File: src/rtl/pc_pkg.sv
// pc_pkg: shared types for the fetch-address generator.
//   redir_class_e : redirect source, encoded so a numeric compare is priority.
//   redir_req_t   : one arbitrated redirect (class + target).
//   pc_state_e    : IDLE / PEND state of the stall-latch FSM.
package pc_pkg;

  typedef enum logic [1:0] {
    RC_NONE = 2'd0,
    RC_ID   = 2'd1,
    RC_EX   = 2'd2,
    RC_TRAP = 2'd3
  } redir_class_e;

  typedef struct packed {
    redir_class_e cls;
    logic [31:0]  target;
  } redir_req_t;

  typedef enum logic {
    ST_IDLE = 1'b0,
    ST_PEND = 1'b1
  } pc_state_e;

  localparam logic [31:0] DEFAULT_RESET_PC = 32'hbfc0_0000;

endpackage

File: src/rtl/pc_redir_arb.sv
// pc_redir_arb: ISSUE_W-slot redirect selector, lowest (oldest) slot wins.
//   i_valid : per-slot request valid
//   i_pc    : per-slot target, slot i in [32*i +: 32]
//   o_req   : {CLS, target} of the winning slot, or RC_NONE when idle
module pc_redir_arb
  import pc_pkg::*;
#(
  parameter int           ISSUE_W = 2,
  parameter redir_class_e CLS     = RC_EX
) (
  input  logic [ISSUE_W-1:0]    i_valid,
  input  logic [32*ISSUE_W-1:0] i_pc,
  output redir_req_t            o_req
);

  // Scan from the youngest slot down so the oldest valid slot is written last.
  always_comb begin
    o_req = '{cls: RC_NONE, target: '0};
    for (int i = ISSUE_W - 1; i >= 0; i--) begin
      if (i_valid[i]) begin
        o_req.cls    = CLS;
        o_req.target = i_pc[32*i +: 32];
      end
    end
  end

endmodule

File: src/rtl/pc_gen.sv
// pc_gen: fetch PC register with prioritised redirects and a stall latch.
//   clk, rst          : clock, synchronous active-high reset
//   stallF            : hold pc this cycle
//   trap_valid/pc     : M-stage exception / ERET redirect (highest priority)
//   ex_redir_valid/pc : E-stage mispredict, per slot
//   id_redir_valid/pc : D-stage jump / predicted-taken, per slot
//   pc                : current fetch address
//   redirect_pending  : a redirect is held waiting for the stall to drop
//   redirect_taken    : pc was loaded from a redirect on the last edge
module pc_gen
  import pc_pkg::*;
#(
  parameter int          ISSUE_W     = 2,
  parameter logic [31:0] RESET_PC    = DEFAULT_RESET_PC,
  parameter int          FETCH_BYTES = 4 * ISSUE_W
) (
  input  logic                  clk,
  input  logic                  rst,
  input  logic                  stallF,
  input  logic                  trap_valid,
  input  logic [31:0]           trap_pc,
  input  logic [ISSUE_W-1:0]    ex_redir_valid,
  input  logic [32*ISSUE_W-1:0] ex_redir_pc,
  input  logic [ISSUE_W-1:0]    id_redir_valid,
  input  logic [32*ISSUE_W-1:0] id_redir_pc,
  output logic [31:0]           pc,
  output logic                  redirect_pending,
  output logic                  redirect_taken
);

  pc_state_e   r_state, w_state_nxt;
  redir_req_t  r_pend,  w_pend_nxt;
  logic [31:0] r_pc,    w_pc_nxt;
  logic        r_taken, w_taken_nxt;

  redir_req_t  w_ex, w_id, w_new, w_eff;

  pc_redir_arb #(.ISSUE_W(ISSUE_W), .CLS(RC_EX)) u_ex_arb (
    .i_valid (ex_redir_valid),
    .i_pc    (ex_redir_pc),
    .o_req   (w_ex)
  );

  pc_redir_arb #(.ISSUE_W(ISSUE_W), .CLS(RC_ID)) u_id_arb (
    .i_valid (id_redir_valid),
    .i_pc    (id_redir_pc),
    .o_req   (w_id)
  );

  // Any EX request means the D stage is on the wrong path, so ID is dropped.
  always_comb begin
    if (trap_valid)             w_new = '{cls: RC_TRAP, target: trap_pc};
    else if (w_ex.cls != RC_NONE) w_new = w_ex;
    else                        w_new = w_id;
  end

  // Equal class overwrites the latch; a lower class never displaces it.
  assign w_eff = (w_new.cls >= r_pend.cls) ? w_new : r_pend;

  always_comb begin
    w_state_nxt = r_state;
    w_pend_nxt  = r_pend;
    w_pc_nxt    = r_pc;
    w_taken_nxt = 1'b0;
    case (r_state)
      ST_IDLE: begin
        if (stallF) begin
          if (w_eff.cls != RC_NONE) begin
            w_state_nxt = ST_PEND;
            w_pend_nxt  = w_eff;
          end
        end else if (w_eff.cls != RC_NONE) begin
          w_pc_nxt    = w_eff.target;
          w_taken_nxt = 1'b1;
        end else begin
          w_pc_nxt = r_pc + 32'(FETCH_BYTES);
        end
      end
      ST_PEND: begin
        // The latch is never NONE here, so w_eff always carries a target.
        if (stallF) begin
          w_pend_nxt = w_eff;
        end else begin
          w_pc_nxt    = w_eff.target;
          w_taken_nxt = 1'b1;
          w_state_nxt = ST_IDLE;
          w_pend_nxt  = '{cls: RC_NONE, target: '0};
        end
      end
      default: w_state_nxt = ST_IDLE;
    endcase
  end

  always_ff @(posedge clk) begin
    if (rst) begin
      r_state <= ST_IDLE;
      r_pend  <= '{cls: RC_NONE, target: '0};
      r_pc    <= RESET_PC;
      r_taken <= 1'b0;
    end else begin
      r_state <= w_state_nxt;
      r_pend  <= w_pend_nxt;
      r_pc    <= w_pc_nxt;
      r_taken <= w_taken_nxt;
    end
  end

  assign pc               = r_pc;
  assign redirect_pending = (r_state == ST_PEND);
  assign redirect_taken   = r_taken;

endmodule

File: config.mk
export PLATFORM = sky130hd
export DESIGN_NAME = pc_gen
export DESIGN_NICKNAME = d
export VERILOG_FILES = /design/src/rtl/pc_pkg.sv /design/src/rtl/pc_redir_arb.sv /design/src/rtl/pc_gen.sv
export SDC_FILE = /design/constraint.sdc
export NUM_CORES = 1
export LEC_CHECK = 0
export ABC_AREA = 1
export BUFFER_PORTS_ARGS = -buffer_cell sky130_fd_sc_hd__buf_4
export CORE_MARGIN = 3
export CORE_UTILIZATION = 50
export CTS_CLUSTER_DIAMETER = 80
export CTS_CLUSTER_SIZE = 24
export DETAILED_ROUTE_END_ITERATION = 10
export HOLD_SLACK_MARGIN = 0.05
export PLACE_DENSITY = 0.89
export SLEW_MARGIN = 30
export SYNTH_ARGS = -nofsm -noshare
export SYNTH_HDL_FRONTEND = slang
export SYNTH_SLANG_ARGS = --single-unit
File: constraint.sdc
create_clock -name clk -period 2.15 [get_ports clk]
set_input_delay 0 -clock clk [delete_from_list [all_inputs] [get_ports clk]]
set_output_delay 0 -clock clk [all_outputs]
set_load 0.02 [all_outputs]
==> impl_metrics.json, run 1 <==
{
  "grt_pass1_vias": 5951,
  "path_clk_slew_ns": 0.07,
  "switching_share": 0.365,
  "area_growth_pct": 36.9,
  "via_count": 6642,
  "via_per_inst": 5.50,
  "drive_gt1_frac": 0.258,
  "grt_max_degree": 45,
  "cp-start-kind": "register",
  "gp_congestion": 1.01,
  "synth.area.mux_share": 0,
  "cp_slowest_cell": "o21ai_4",
  "max_stage_delay_ns": 0.37,
  "intPower_mw": 2.53,
  "clockPowerShare": 0.241,
  "synth_seq_cells": 68,
  "slew_headroom": 0.438,
  "h-tree-depth": 3,
  "hold_viol_final": 0,
  "synth_xor_area_frac": 0.0389,
  "cp-end-kind": "register",
  "syn-num-nets": 1051,
  "core-area_sq_um": 9910,
  "yosysSeqAreaShare": 0.263,
  "cts_buffer_depth": 2,
  "post_synth.cell_area_avg_sq_um": 5.87,
  "p_leak_nw": 3.58,
  "drt_iter0_markers": 617,
  "grt_use_total": 0.308,
  "io_pins": 202,
  "grt_pass1_wl_um": 28800,
  "drc_errors": 0,
  "dp_hpwl_um": 14100,
  "synth_top_family_by_area": "simple AND/OR/NAND/NOR gates",
  "crit_type": "reg -> reg",
  "synth_area_sq_um": 5170,
  "cap_violations": 0,
  "tightestPinTransition_ns": 0.839,
  "finalClockSkew_ns": 0.00975,
  "numCtsBuffers": 9,
  "antenna_found_initial": 0,
  "nets": 1241,
  "cts_tree": "done",
  "irDropWorstVdd_mv": 0.305,
  "min_path_type": "in -> reg",
  "clk-insertion-delay-late_ns": 0.36,
  "outcome": "complete, no violations",
  "yosys_warnings": 0,
  "ys_async_sr_fraction": 0,
  "wl_per_cell_um": 15.0,
  "path_cells": "inv_1 -> ha_1 -> nand2_2 -> nand3_1 -> nand2_2 -> nand3_4 -> o21ai_4 -> nand3_1 -> nand2_1",
  "fmax_ghz": 0.510,
  "synth-simple-area-share": 0.543,
  "pre_cts_slack_ns": 0.0884,
  "rsz0062_at_grt": "yes",
  "powerDensity_nw_per_um2": 561,
  "critPathRequiredTime_ns": 2.44,
  "min_period_ns": 1.96,
  "pwr-share-comb": 0.377,
  "synth_edf_count": 0,
  "setup_viol": 0,
  "fillers": 894,
  "synth_compound_area_frac": 0.0711,
  "worst_slack_ns": 0.189,
  "net-switching-power_mw": 1.45,
  "wl_um": 18200,
  "io_buffers": 201,
  "synth-adder-area-share": 0.00484,
  "die_area_sq_um": 11600,
  "syn_inst": 881,
  "antenna_cells": 0,
  "netlist-cell-type-count": 34,
  "initial_core_util": 0.522,
  "grt_overflow": 0,
  "critPathArrivalTime_ns": 2.25,
  "crit_path_max_fanout": 33,
  "power_frac_seq": 0.382,
  "clkSinkCount": 68,
  "cts_root_buffer": "clkbuf_8",
  "drtPass1Iterations": 6,
  "rows": 36,
  "die-height_um": 108,
  "fin_crit_sh": 0.912,
  "die_x_um": 108,
  "ys.flop_type": "dfxtp_1",
  "slew_viol_final": 0,
  "setup_tns_ns": 0,
  "ant_nets": 0
}
per-stage QoR:
step	util	cell area (sq um)	instances	hold WS (ns)	power [mW]
CTS	0.712	7050	1207	0.0518	3.96
finish	0.715	7080	1208	0.0580	3.98
floorplan	-	5170	881	0.223	2.42
detailed placement	0.686	6800	1184	0.404	3.01
global placement	0.686	6800	1184	0.390	2.99
global route	0.715	7080	1208	0.0815	4.20
area by class of cell:
class	instances	area, sq um	area share
multi-input cells	720	3430	0.484
clock inverters	2	10.0	0.00141
clock buffers	13	159	0.0224
inverters	35	131	0.0185
well taps	133	166	0.0235
repair buffers	237	1820	0.258
flip-flops and latches	68	1360	0.192
path summary, 6_finish.rpt:
path	end	start	cells past startpoint	slack [ns]
setup / recovery	r_pend[18]	r_pend[33]	9	0.19
hold / removal	r_pend[1]	trap_pc[1]	5	0.06
setup reg to reg	r_pend[18]	r_pend[33]	9	0.19
hold reg to reg	r_pend[16]	r_pend[16]	2	0.46
logic make-up after synthesis:
kind of cell	Yosys count
AO/OA/AOI/OAI	64
buffers and inverters	93
flip-flops	68
XOR/XNOR	23
adder cells (fa/ha/maj)	2
AND/OR/NAND/NOR	631
layout by cell type (no fill, tap or decap), drive strengths merged:
cell type    instances
or2                 15
dfxtp               68
o22ai                2
clkbuf              13
nand2              307
nand4               22
inv                 32
buf                229
o21ai               14
o211ai               7
a31oi               11
nand3              191
nand3b               4
xnor2                8
nor4                 3
nand2b               1
xor2                15
a21oi               29
a22oi                1
nor3                 4
nor2                84
ha                   2
clkinv               5
dlygate4sd3          8
critical path: cells and delay by family (launching register included):
| family | cells | cell delay, ns |
|---|---|---|
| compound gates | 1 | 0.37 |
| fa+ha+maj | 1 | 0.31 |
| buf+inv | 1 | 0.07 |
| flops | 1 | 0.33 |
| simple gates | 6 | 0.83 |
state kept, by name, summed over array words and instances (netlist names):
name,count
redirect_pending,1
pc,32
redirect_taken,1
r_pend,34
cells in the mapped netlist (3+ instances only):
cell type	n	area (sq um)
buf_2	18	90.1
or2_2	15	93.8
dfxtp_1	68	1360
xor2_1	15	131
inv_1	32	120
nand3b_1	4	30.0
clkinv_1	3	11.3
a21oi_1	29	145
clkbuf_1	32	120
nand4_1	21	131
buf_6	4	45.0
o21ai_0	13	65.1
nor3_1	4	20.0
nand2_2	5	31.3
nor2_1	81	304
nand2_1	300	1130
a31oi_1	11	68.8
nand3_1	188	941
nor4_1	3	18.8
xnor2_1	8	70.1
o211ai_1	7	52.6
routing by layer:
| metal | GRT usage | vias to the layer above | part of all wire |
|---|---|---|---|
| li1 | - | 3279 | - |
| met1 | 0.413 | 2946 | 0.41 |
| met2 | 0.483 | 369 | 0.46 |
| met3 | 0.0582 | 48 | 0.095 |
| met4 | 0.130 | 0 | 0.037 |
| met5 | 0 | - | 0 |
timing repair:
item / CTS / global route
endpoints found under the setup margin: 0 / 5
hold endpoints to repair: 8 / 0
resized for setup: 0 / 5
hold buffers: 8 / 0
setup buffers: 0 / 1
power by group through the flow:
stage	Combinational, mW	Sequential, mW	Clock [mW]
3_5_place_dp	1.47	1.54	0
6_report	1.50	1.52	0.958
3_3_place_gp	1.45	1.54	0
5_1_grt	1.65	1.53	1.01
4_1_cts	1.49	1.51	0.962
2_1_floorplan	0.811	1.60	0
(Power assumes the default switching activity.)
==> run 2, diff against run 1 <==
--- a/config.mk
+++ b/config.mk
@@ -9,6 +9,7 @@
 export BUFFER_PORTS_ARGS = -buffer_cell sky130_fd_sc_hd__buf_4
 export CORE_MARGIN = 3
 export CORE_UTILIZATION = 50
+export CTS_BUF_LIST = sky130_fd_sc_hd__clkbuf_16
 export CTS_CLUSTER_DIAMETER = 80
 export CTS_CLUSTER_SIZE = 24
 export DETAILED_ROUTE_END_ITERATION = 10
==> constraint.sdc (replaced) <==
create_clock -name clk -period 2.15 [get_ports clk]
set_input_delay 0.43 -clock clk [delete_from_list [all_inputs] [get_ports clk]]
set_output_delay 0.43 -clock clk [all_outputs]
set_load 0.02 [all_outputs]
==> run 2 against run 1 <==
Sequential power about the same. Die area unchanged. Critical endpoint is now pc[26]. Register-to-register slack about the same. Count of clock-buffer cells in the layout down 4. Highest routed layer unchanged. First-iteration DRC count up 15%.
==> impl_metrics.json, run 2 (synthesis gave the netlist of run 1 again) <==
{
  "outcome": "complete, no violations",
  "path_clk_slew_ns": 0.06,
  "drtPass1Iterations": 6,
  "initial_core_util": 0.522,
  "cp_slowest_cell": "dfxtp_1",
  "grt_use_total": 0.321,
  "h-tree-depth": 3,
  "critPathArrivalTime_ns": 2.18,
  "cpMostUsedCell": "nand2_1",
  "min_period_ns": 1.95,
  "drive_gt1_frac": 0.273,
  "numCtsBuffers": 9,
  "die_area_sq_um": 11600,
  "p_leak_nw": 3.69,
  "rows": 36,
  "critPathBufInv": 1,
  "drc_errors": 0,
  "min_path_type": "reg -> reg",
  "cp-end-kind": "register",
  "via_count": 6730,
  "cp-start-kind": "register",
  "clkSinkCount": 68,
  "largest_reg_flops": 34,
  "dp_hpwl_um": 14900,
  "fmax_ghz": 0.513,
  "globalRouteMet2Util": 0.526,
  "post-place-cells": 1207,
  "cts_tree": "done",
  "clk-insertion-delay-late_ns": 0.33,
  "slew_viol_final": 0,
  "grt_pass1_wl_um": 29900,
  "grt-busiest-layer": "met2",
  "wl_per_cell_um": 15.3,
  "final_common_cell": "nand2_1",
  "layout_common_cells": "nand2_1, buf_4, nand3_1, nor2_1, dfxtp_1",
  "setup_viol": 0,
  "setup_tns_ns": 0,
  "via_per_inst": 5.51,
  "max_stage_delay_ns": 0.44,
  "grt_overflow": 0,
  "gp_congestion": 0.958,
  "cap_violations": 0,
  "ant_nets": 0,
  "crit_type": "reg -> reg",
  "io_buffers": 201,
  "slew_headroom": 0.678,
  "finalPower_mw": 4.34,
  "nets": 1255,
  "tightestPinTransition_ns": 0.478,
  "grt_pass1_vias": 6162,
  "grt_max_degree": 33,
  "postCtsHoldBufs": 0,
  "die-height_um": 108,
  "cts_root_buffer": "clkbuf_16",
  "grtUsageMet1": 0.421,
  "hold_viol_final": 0,
  "crit_path_max_fanout": 5,
  "io_pins": 202,
  "critPathRequiredTime_ns": 2.38,
  "finalClockSkew_ns": 0.00508,
  "grtUsageMet3": 0.0558,
  "powerDensity_nw_per_um2": 598,
  "wl_um": 18700,
  "rsz0062_at_grt": "no",
  "area_growth_pct": 40.6,
  "fin_cells": 1222,
  "antenna_found_initial": 0,
  "whs_ns": 0.455,
  "fin_crit_sh": 0.907,
  "drt_iter0_markers": 709,
  "cts.repair.resized": 0,
  "irDropWorstVdd_mv": 0.415,
  "core-area_sq_um": 9910,
  "cpLargestDelayFamily": "simple AND/OR/NAND/NOR gates",
  "path_cells": "nand2_1 -> nor2_1 -> nand2_1 -> inv_1 -> nand2_1 -> nor2_2 -> nand2_1 -> nor2_1 -> nand2_1 -> nand2_1 -> nand3_1 -> nand2_1 -> nand2_1",
  "cts_buffer_depth": 2,
  "antenna_cells": 0,
  "die_x_um": 108,
  "cts_setup_buffers": 0,
  "top_register": "r_pend"
}
## run 2: path summary, 6_finish.rpt
| check | from | endpoint | slack [ns] | cells past startpoint |
|---|---|---|---|---|
| worst max-delay path | pc[7] | pc[26] | 0.20 | 13 |
| worst min-delay path | r_pend[3] | r_pend[3] | 0.46 | 2 |
| worst max register to register | pc[7] | pc[26] | 0.20 | 13 |
| worst min register to register | r_pend[3] | r_pend[3] | 0.46 | 2 |
## run 2: cell type report
class | instances | area (sq um)
clock buffers | 9 | 225
clock inverters | 6 | 25.0
repair buffers | 251 | 1950
well taps | 133 | 166
flip-flops and latches | 68 | 1360
multi-input cells | 720 | 3410
inverters | 35 | 131
fillers | 835 | 2640
## run 2: worst min-delay path, cell delays in order, from the launching register on
cell     delay [ns]
dfxtp_1        0.30
nand3_1        0.07
nand2_1        0.04
## run 2: per-layer routing
metal  wire length, um  vias to the layer above
li1                  -                     3316
met5                 0                        -
met3              1690                       59
met1              7530                     2967
met2              8820                      388
met4               644                        0
## run 2: power by group
| part | internal [mW] | total (mW) | leakage [nW] | switching (mW) |
|---|---|---|---|---|
| combinational | 0.691 | 1.55 | 3.00 | 0.858 |
| sequential | 1.40 | 1.53 | 0.562 | 0.127 |
| clock | 0.752 | 1.27 | 0.133 | 0.516 |
## run 2: stage by stage
step	cell area (sq um)	worst slack (ns)	utilization
5_1_grt	7270	0.00381	0.734
4_1_cts	7270	0.226	0.733
6_report	7270	0.200	0.734
2_1_floorplan	5180	-0.00153	-
3_3_place_gp	7020	-0.0231	0.708
3_5_place_dp	7020	-0.118	0.708
